[config.mk]
export PLATFORM = sky130hd
export DESIGN_NAME = bcd_stopwatch
export DESIGN_NICKNAME = d
export VERILOG_FILES = /design/src/rtl/bcd_stopwatch.sv
export SDC_FILE = /design/constraint.sdc
export NUM_CORES = 1
export LEC_CHECK = 0
export BUFFER_PORTS_ARGS = -buffer_cell sky130_fd_sc_hd__buf_4
export CORE_MARGIN = 3
export CORE_UTILIZATION = 25
export DETAILED_ROUTE_END_ITERATION = 10
export GPL_TIMING_DRIVEN = 0
export PLACE_DENSITY_LB_ADDON = 0.2
export SYNTH_ARGS = -nofsm -noshare
export SYNTH_HDL_FRONTEND = slang
export SYNTH_SLANG_ARGS = --single-unit
[constraint.sdc]
create_clock -name clk -period 1.7 [get_ports clk]
set_clock_uncertainty 0.15 [all_clocks]
set_input_delay 0.085 -clock clk [delete_from_list [all_inputs] [get_ports clk]]
set_output_delay 0.085 -clock clk [all_outputs]
set_load 0.005 [all_outputs]
[src/rtl/bcd_stopwatch.sv]
// bcd_stopwatch: prescaled BCD MM..M:SS stopwatch with start/pause/clear FSM and wrap pulse
// Optional lap freeze of the displayed count when BCD_STOPWATCH_LAP_EN is defined.
module bcd_stopwatch #(
  parameter int PRESCALE   = 1,
  parameter int PRESCALE_W = 16,
  parameter int MIN_DIGITS = 2
) (
  input  logic                    clk,
  input  logic                    reset,
  input  logic                    start_stop,
  input  logic                    clear,
  input  logic                    lap,
  output logic [3:0]              sec_ones,
  output logic [2:0]              sec_tens,
  output logic [4*MIN_DIGITS-1:0] min_bcd,
  output logic                    running,
  output logic                    overflow
);
  typedef enum logic [1:0] {IDLE, RUN, PAUSE} state_t;
  state_t state_q, state_d;
  logic [PRESCALE_W-1:0] pre_q, pre_d;
  logic [3:0] ones_q, ones_d;
  logic [2:0] tens_q, tens_d;
  logic [MIN_DIGITS-1:0][3:0] min_q, min_d;
  logic running_q, ovf_q, step, wrap;
  always_comb begin
    logic c;
    state_d = start_stop ? (state_q == RUN ? PAUSE : RUN) : state_q;
    step = (state_q == RUN) && (pre_q == PRESCALE_W'(PRESCALE - 1));
    pre_d = state_q != RUN ? pre_q : step ? '0 : pre_q + 1'b1;
    ones_d = step ? (ones_q == 4'd9 ? 4'd0 : ones_q + 4'd1) : ones_q;
    c = step && ones_q == 4'd9;
    tens_d = c ? (tens_q == 3'd5 ? 3'd0 : tens_q + 3'd1) : tens_q;
    c = c && tens_q == 3'd5;
    min_d = min_q;
    for (int i = 0; i < MIN_DIGITS; i++) begin
      min_d[i] = c ? (min_q[i] == 4'd9 ? 4'd0 : min_q[i] + 4'd1) : min_q[i];
      c = c && min_q[i] == 4'd9;
    end
    wrap = c;
  end
  always_ff @(posedge clk) begin
    if (reset || clear) begin
      state_q   <= IDLE;
      pre_q     <= '0;
      ones_q    <= '0;
      tens_q    <= '0;
      min_q     <= '0;
      running_q <= 1'b0;
      ovf_q     <= 1'b0;
    end else begin
      state_q   <= state_d;
      pre_q     <= pre_d;
      ones_q    <= ones_d;
      tens_q    <= tens_d;
      min_q     <= min_d;
      running_q <= state_d == RUN;
      ovf_q     <= wrap;
    end
  end
  assign running  = running_q;
  assign overflow = ovf_q;
`ifdef BCD_STOPWATCH_LAP_EN
  logic frz_q;
  logic [3:0] snap_ones_q;
  logic [2:0] snap_tens_q;
  logic [MIN_DIGITS-1:0][3:0] snap_min_q;
  always_ff @(posedge clk) begin
    if (reset || clear) begin
      frz_q       <= 1'b0;
      snap_ones_q <= '0;
      snap_tens_q <= '0;
      snap_min_q  <= '0;
    end else if (lap && state_q == RUN) begin
      frz_q <= !frz_q;
      if (!frz_q) begin
        snap_ones_q <= ones_q;
        snap_tens_q <= tens_q;
        snap_min_q  <= min_q;
      end
    end
  end
  assign sec_ones = frz_q ? snap_ones_q : ones_q;
  assign sec_tens = frz_q ? snap_tens_q : tens_q;
  assign min_bcd  = frz_q ? snap_min_q : min_q;
`else
  logic lap_unused;
  assign lap_unused = lap;
  assign sec_ones   = ones_q;
  assign sec_tens   = tens_q;
  assign min_bcd    = min_q;
`endif
endmodule

# Yosys cells after proc, flatten, opt, wreduce, memory -nomap -nowiden
# Cells that the tools add are included.
# W data, S select, Z words.
[classes]
addsub = 5
n_eq_ne = 7
mux = 7
n_reduce_logical = 7
[op_table]
columns = ["cell", "count"]
rows = [
  ["$add A16 B1 Y16 const B", 1],
  ["$logic_not A16 Y1", 1],
  ["$mux W16", 1],
  ["$add A4 B1 Y4 const B", 3],
  ["$eq A4 B4 Y1 const B", 3],
  ["$mux W4", 3],
  ["$logic_and A1 B1 Y1", 5],
  ["$eq A2 B1 Y1 const B", 2],
  ["$mux W2", 2],
  ["$add A3 B1 Y3 const B", 1],
  ["$eq A3 B3 Y1 const B", 1],
  ["$mux W3", 1],
  ["$ne A2 B1 Y1 const B", 1],
  ["$logic_or A1 B1 Y1", 1],
]
[totals]
register_bits = 35
out_inout_bits = 17
wordCells = 34

# Depth between registers and ports, before layout
[logic_depth]
depth_word = 6
ltp_mapped = 8

# Least setup slack after synthesis
# No wires, ideal clock.
[synth_timing]
kind = "register -> register"
start = "register pre_q[0]"
end = "register ones_q[1], in the netlist sec_ones[1]"
arrival_time_ns = 1.652
required_time_ns = 1.479
path_slack_ns = -0.172
path_stages_with_launch = 8
n_path_buf = 1
path_cell_list = "dfxtp_1 > inv_1 > ha_1 > nor4b_2 > nand4_1 > buf_2 > or4_1 > a21oi_1"
[synth_via]
elab_chain_cells = 2
[synth_lines]
columns = ["item", "line_no", "text"]
rows = [
  ["start: declaration", "21", "logic [PRESCALE_W-1:0] pre_q, pre_d;"],
  ["start signal: assignment", "53", "pre_q <= pre_d;"],
  ["$logic_not A16 Y1", "29", "step = (state_q == RUN) && (pre_q == PRESCALE_W'(PRESCALE - 1));"],
  ["$logic_and A1 B1 Y1", "29", ""],
  ["end signal: assignment", "54", "ones_q <= ones_d;"],
  ["end: declaration", "22", "logic [3:0] ones_q, ones_d;"],
]
# Every way passes these cells.
# A chain may end at the register's enable or synchronous reset.

# Worst setup path in the final report
[layout_timing]
start = "register pre_q[1]"
end = "register ones_q[1], in the netlist sec_ones[1]"
# Same word-level chain as after synthesis.

==> impl_results.html <==
<table>
<tr><th>Metric</th><th>Value</th></tr>
<tr><th colspan="2">Logic synthesis</th></tr>
<tr><td>Sequential share of the synthesized area</td><td>38.6%</td></tr>
<tr><td>Top cells by count, synth</td><td>35 x dfxtp_1, 17 x nand2_1, 17 x nor2_1, 14 x nand4_1</td></tr>
<tr><td>FF+latch count, synth</td><td>35</td></tr>
<tr><td>Most common cell in the synthesized netlist</td><td>dfxtp_1</td></tr>
<tr><td>Mean instance size in the synthesized netlist</td><td>8.64 sq um</td></tr>
<tr><td>EDFF count, synth</td><td>0</td></tr>
<tr><td>Cell type contributing the most total cell area after synthesis</td><td>dfxtp_1</td></tr>
<tr><td>Primary FF master, synth</td><td>dfxtp_1</td></tr>
<tr><td>Proportion of register bits with asynchronous set or reset after synthesis</td><td>0%</td></tr>
<tr><td>Number of distinct library cell variants in the gate-level netlist after synthesis</td><td>42</td></tr>
<tr><td>Share of the synthesized area in the top cell type</td><td>38.6%</td></tr>
<tr><td>Top cells by area, synth</td><td>dfxtp_1 39%, xor2_1 5.3%, nand4_1 4.8%, nand2_1 3.5%, nor2_1 3.5%</td></tr>
<tr><td>Area of the mapped netlist</td><td>0.00181 sq mm</td></tr>
<tr><td>Mapped Nets</td><td>217</td></tr>
<tr><td>Number of instances in the synthesized netlist</td><td>210</td></tr>
<tr><td>Total number of yosys warnings</td><td>0</td></tr>
<tr><th colspan="2">STA</th></tr>
<tr><td>Endpoints failing setup</td><td>28</td></tr>
<tr><td>Slew at the pin closest to its max-slew limit</td><td>0.720 ns</td></tr>
<tr><td>Total count of hold-check failures in the final report</td><td>0</td></tr>
<tr><td>Setup repair after global routing missed its margin</td><td>yes</td></tr>
<tr><td>Max Freq</td><td>0.524 GHz</td></tr>
<tr><td>Total negative slack for setup checks</td><td>-3.66 ns</td></tr>
<tr><td>Crit share post-route</td><td>112%</td></tr>
<tr><td>Number of max-slew violations in the final report</td><td>0</td></tr>
<tr><td>Relative slew margins</td><td>51.8%</td></tr>
<tr><td>Least setup slack across all paths after layout</td><td>-0.207 ns</td></tr>
<tr><td>Fin crit period</td><td>1.91 ns</td></tr>
<tr><th colspan="2">Routing</th></tr>
<tr><td>Overall via count from detail_route</td><td>1771</td></tr>
<tr><td>Mean routed wirelength per cell</td><td>14.2 microns</td></tr>
<tr><td>Post-route antenna net violation count</td><td>0</td></tr>
<tr><td>Drt first-iter violations</td><td>58</td></tr>
<tr><td>DR DRC count</td><td>0</td></tr>
<tr><td>Detail-routed via count per cell</td><td>5.00</td></tr>
<tr><td>1st-pass router iterations</td><td>4</td></tr>
<tr><td>Drt total wl</td><td>5020 microns</td></tr>
<tr><th colspan="2">Clock tree</th></tr>
<tr><td>H-tree depth</td><td>2</td></tr>
<tr><td>Cell chosen for the clock root</td><td>clkbuf_8</td></tr>
<tr><td>Clock buffers created by TritonCTS</td><td>5</td></tr>
<tr><td>Buffer depth of the longest clock path</td><td>2</td></tr>
<tr><td>Worst skew pair latency</td><td>0.29 ns</td></tr>
<tr><td>Clock-pin slew on the worst setup and hold paths</td><td>0.07 ns</td></tr>
<tr><td>CTS sink count</td><td>35</td></tr>
<tr><td>CTS tree</td><td>yes</td></tr>
<tr><th colspan="2">Floorplanning</th></tr>
<tr><td>I/O pin count</td><td>22</td></tr>
<tr><td>Die boundary width</td><td>91.2 microns</td></tr>
<tr><td>Floorplan Core Area</td><td>0.00691 sq mm</td></tr>
<tr><td>Number of cell rows</td><td>30</td></tr>
<tr><td>Die extent in y</td><td>91.2 microns</td></tr>
<tr><td>Effective utilization at floorplan</td><td>26.3%</td></tr>
<tr><td>Total die area</td><td>0.00831 sq mm</td></tr>
<tr><th colspan="2">Power</th></tr>
<tr><td>Worst VDD drop</td><td>0.321 mV</td></tr>
<tr><td>Pwr dens</td><td>634 mW/mm^2</td></tr>
<tr><td>Portion of total power attributed to combinational logic</td><td>6.9%</td></tr>
<tr><td>Fraction of power consumed by sequential logic</td><td>50.9%</td></tr>
<tr><td>Clock network power share</td><td>42.3%</td></tr>
<tr><td>Switching part of the total</td><td>23.4%</td></tr>
<tr><td>Switching power</td><td>379 uW</td></tr>
<tr><td>Static power due to leakage</td><td>0.000943 uW</td></tr>
<tr><td>Internal portion of total power</td><td>1240 uW</td></tr>
<tr><th colspan="2">Cells and area</th></tr>
<tr><td>Multi-input combinational cell area</td><td>0.00118 sq mm</td></tr>
<tr><td>Final net count</td><td>264</td></tr>
<tr><td>Diodes inserted</td><td>0</td></tr>
<tr><td>Reg area</td><td>714 sq um</td></tr>
<tr><td>Fraction of layout instances using a drive strength above 1</td><td>35.3%</td></tr>
<tr><td>Area growth from synthesis to layout</td><td>41.1%</td></tr>
<tr><td>Filler cells</td><td>760</td></tr>
<tr><th colspan="2">Hold path</th></tr>
<tr><td>Worst hold-check path type</td><td>input port to flip-flop</td></tr>
<tr><td>Number of cells on the worst hold path</td><td>4</td></tr>
<tr><th colspan="2">Placement</th></tr>
<tr><td>Routability congestion estimate</td><td>0.734</td></tr>
<tr><td>Worst setup timing slack at the placement stage</td><td>-0.355 ns</td></tr>
<tr><td>Port bufs</td><td>20</td></tr>
<tr><td>Half-perimeter wire length after placement</td><td>3270 microns</td></tr>
<tr><th colspan="2">Setup path</th></tr>
<tr><td>Startpoint-to-endpoint class of the critical path</td><td>flip-flop to flip-flop</td></tr>
<tr><td>Arrival @ worst endpoint</td><td>1.98 ns</td></tr>
<tr><td>CP Data Required Time</td><td>1.77 ns</td></tr>
<tr><td>Register-to-Register Path Depth</td><td>7</td></tr>
<tr><td>Sort of element at the end of the critical path</td><td>flip-flop</td></tr>
<tr><td>Worst setup SP type</td><td>flip-flop</td></tr>
<tr><td>CP max FO</td><td>10</td></tr>
<tr><th colspan="2">Global routing</th></tr>
<tr><td>Number of global-route vias before repair</td><td>1667</td></tr>
<tr><td>Tot GR Track Use</td><td>12.5%</td></tr>
<tr><td>Number of antenna violations at the first check in global routing</td><td>0</td></tr>
<tr><td>Pin count of the biggest net entering global routing</td><td>11</td></tr>
<tr><td>Gr ovfl total</td><td>0</td></tr>
<tr><td>Global-route wire length before repair</td><td>8320 microns</td></tr>
<tr><th colspan="2">Outcome</th></tr>
<tr><td>Status</td><td>finished with violations</td></tr>
<tr><td>Violations in the final reports</td><td>setup timing</td></tr>
<tr><th colspan="2">Flow run</th></tr>
<tr><td>Maxcap violations</td><td>0</td></tr>
</table>
-- cell usage in the layout (no fill, tap or decap), drive strengths merged, types with 2 or more instances in the layout --
master | netlist | final
and2 | 2 | 2
o21ai | 9 | 9
or3 | 8 | 8
xor2 | 11 | 11
a31oi | 3 | 3
o311ai | 5 | 5
nand2 | 17 | 17
nor2 | 17 | 17
dfxtp | 35 | 35
o41ai | 3 | 3
or4 | 4 | 4
dlygate4sd3 | 0 | 3
buf | 8 | 46
mux2i | 4 | 4
and3 | 2 | 2
nor4b | 2 | 2
nor3 | 4 | 4
ha | 2 | 2
a21oi | 11 | 11
o211ai | 3 | 3
nor4bb | 2 | 2
nand3 | 4 | 4
nand4 | 14 | 14
and4b | 3 | 3
nor2b | 8 | 8
inv | 3 | 3
a41o | 2 | 2
and4 | 6 | 6
clkbuf | 5 | 12
nor4 | 5 | 5
-- layer usage --
layer | wire length [microns] | global-route usage (%) | vias to the layer above
met5 | 0 | 0 | -
met4 | 77 | 5.28 | 0
met3 | 154 | 2.73 | 7
met2 | 2270 | 19.0 | 26
met1 | 2530 | 16.9 | 848
li1 | - | - | 890
-- cell families after synthesis --
family                     share of synthesized area, %
and+or+nand+nor                                    34.5
AOI/OAI and AO/OA                                  13.7
DFF                                                38.6
buffers and inverters                              3.79
xor gates and xnor gates                           5.79
muxes                                              2.21
adders and majority gates                          1.38
-- registers in the layout (all words and copies together) (netlist names) --
register / cells
min_bcd: 8
overflow: 1
running: 1
sec_ones: 4
sec_tens: 3
state_q: 2
pre_q: 16
-- power groups by stage --
stage          Sequential, uW  Combinational, uW  Clock (uW)
2_1_floorplan             845               49.8           0
3_3_place_gp              846               81.6           0
3_5_place_dp              846               80.8           0
4_1_cts                   825                107         701
5_1_grt                   826                124         736
6_report                  825                112         685
-- final timing paths --
| check | startpoint | slack, ns | to |
|---|---|---|---|
| setup / recovery | pre_q[1]$_SDFFE_PP0N_ | -0.21 | sec_ones[1]$_SDFFE_PP0N_ |
| hold / removal | reset | 0.09 | sec_ones[3]$_SDFFE_PP0N_ |
| setup reg to reg | pre_q[1]$_SDFFE_PP0N_ | -0.21 | sec_ones[1]$_SDFFE_PP0N_ |
| hold reg to reg | sec_ones[1]$_SDFFE_PP0N_ | 0.35 | sec_ones[3]$_SDFFE_PP0N_ |
-- stage by stage --
| stage | std cells | area (sq um) | hold slack, ns | util, % | total power, uW |
|---|---|---|---|---|---|
| after floorplan | 210 | 1880 | 0.0252 | - | 895 |
| after global placement | 326 | 2150 | 0.154 | 31.1 | 928 |
| after detailed placement | 326 | 2150 | 0.154 | 31.1 | 927 |
| after CTS | 353 | 2480 | 0.0852 | 35.9 | 1630 |
| after global routing | 354 | 2560 | 0.141 | 37.1 | 1690 |
| final | 354 | 2560 | 0.0851 | 37.1 | 1620 |
-- worst max-delay path, stage by stage, from the launching register on --
cell,delay [ns]
dfxtp_2,0.33
inv_2,0.06
ha_4,0.13
nor4b_4,0.19
nand4_1,0.19
buf_6,0.19
or4_1,0.47
a21oi_1,0.13
-- layout make-up --
cell class | count | area share, %
multi-input cells | 159 | 46.1
flip-flops and latches | 35 | 27.9
plain buffers | 13 | 4.30
well taps | 96 | 4.69
repair buffers | 40 | 12.6
inverters | 3 | 0.440
clock buffers | 8 | 3.91
-- timing repair --
item	4_1_cts	5_1_grt
setup buffers	15	1
endpoints found under the hold margin	7	0
pin swaps	17	5
gates resized for setup	25	24
gates cloned	1	0
hold buffers	3	0
setup endpoints to repair	32	32
No activity file was read; power rests on OpenSTA's default activity.
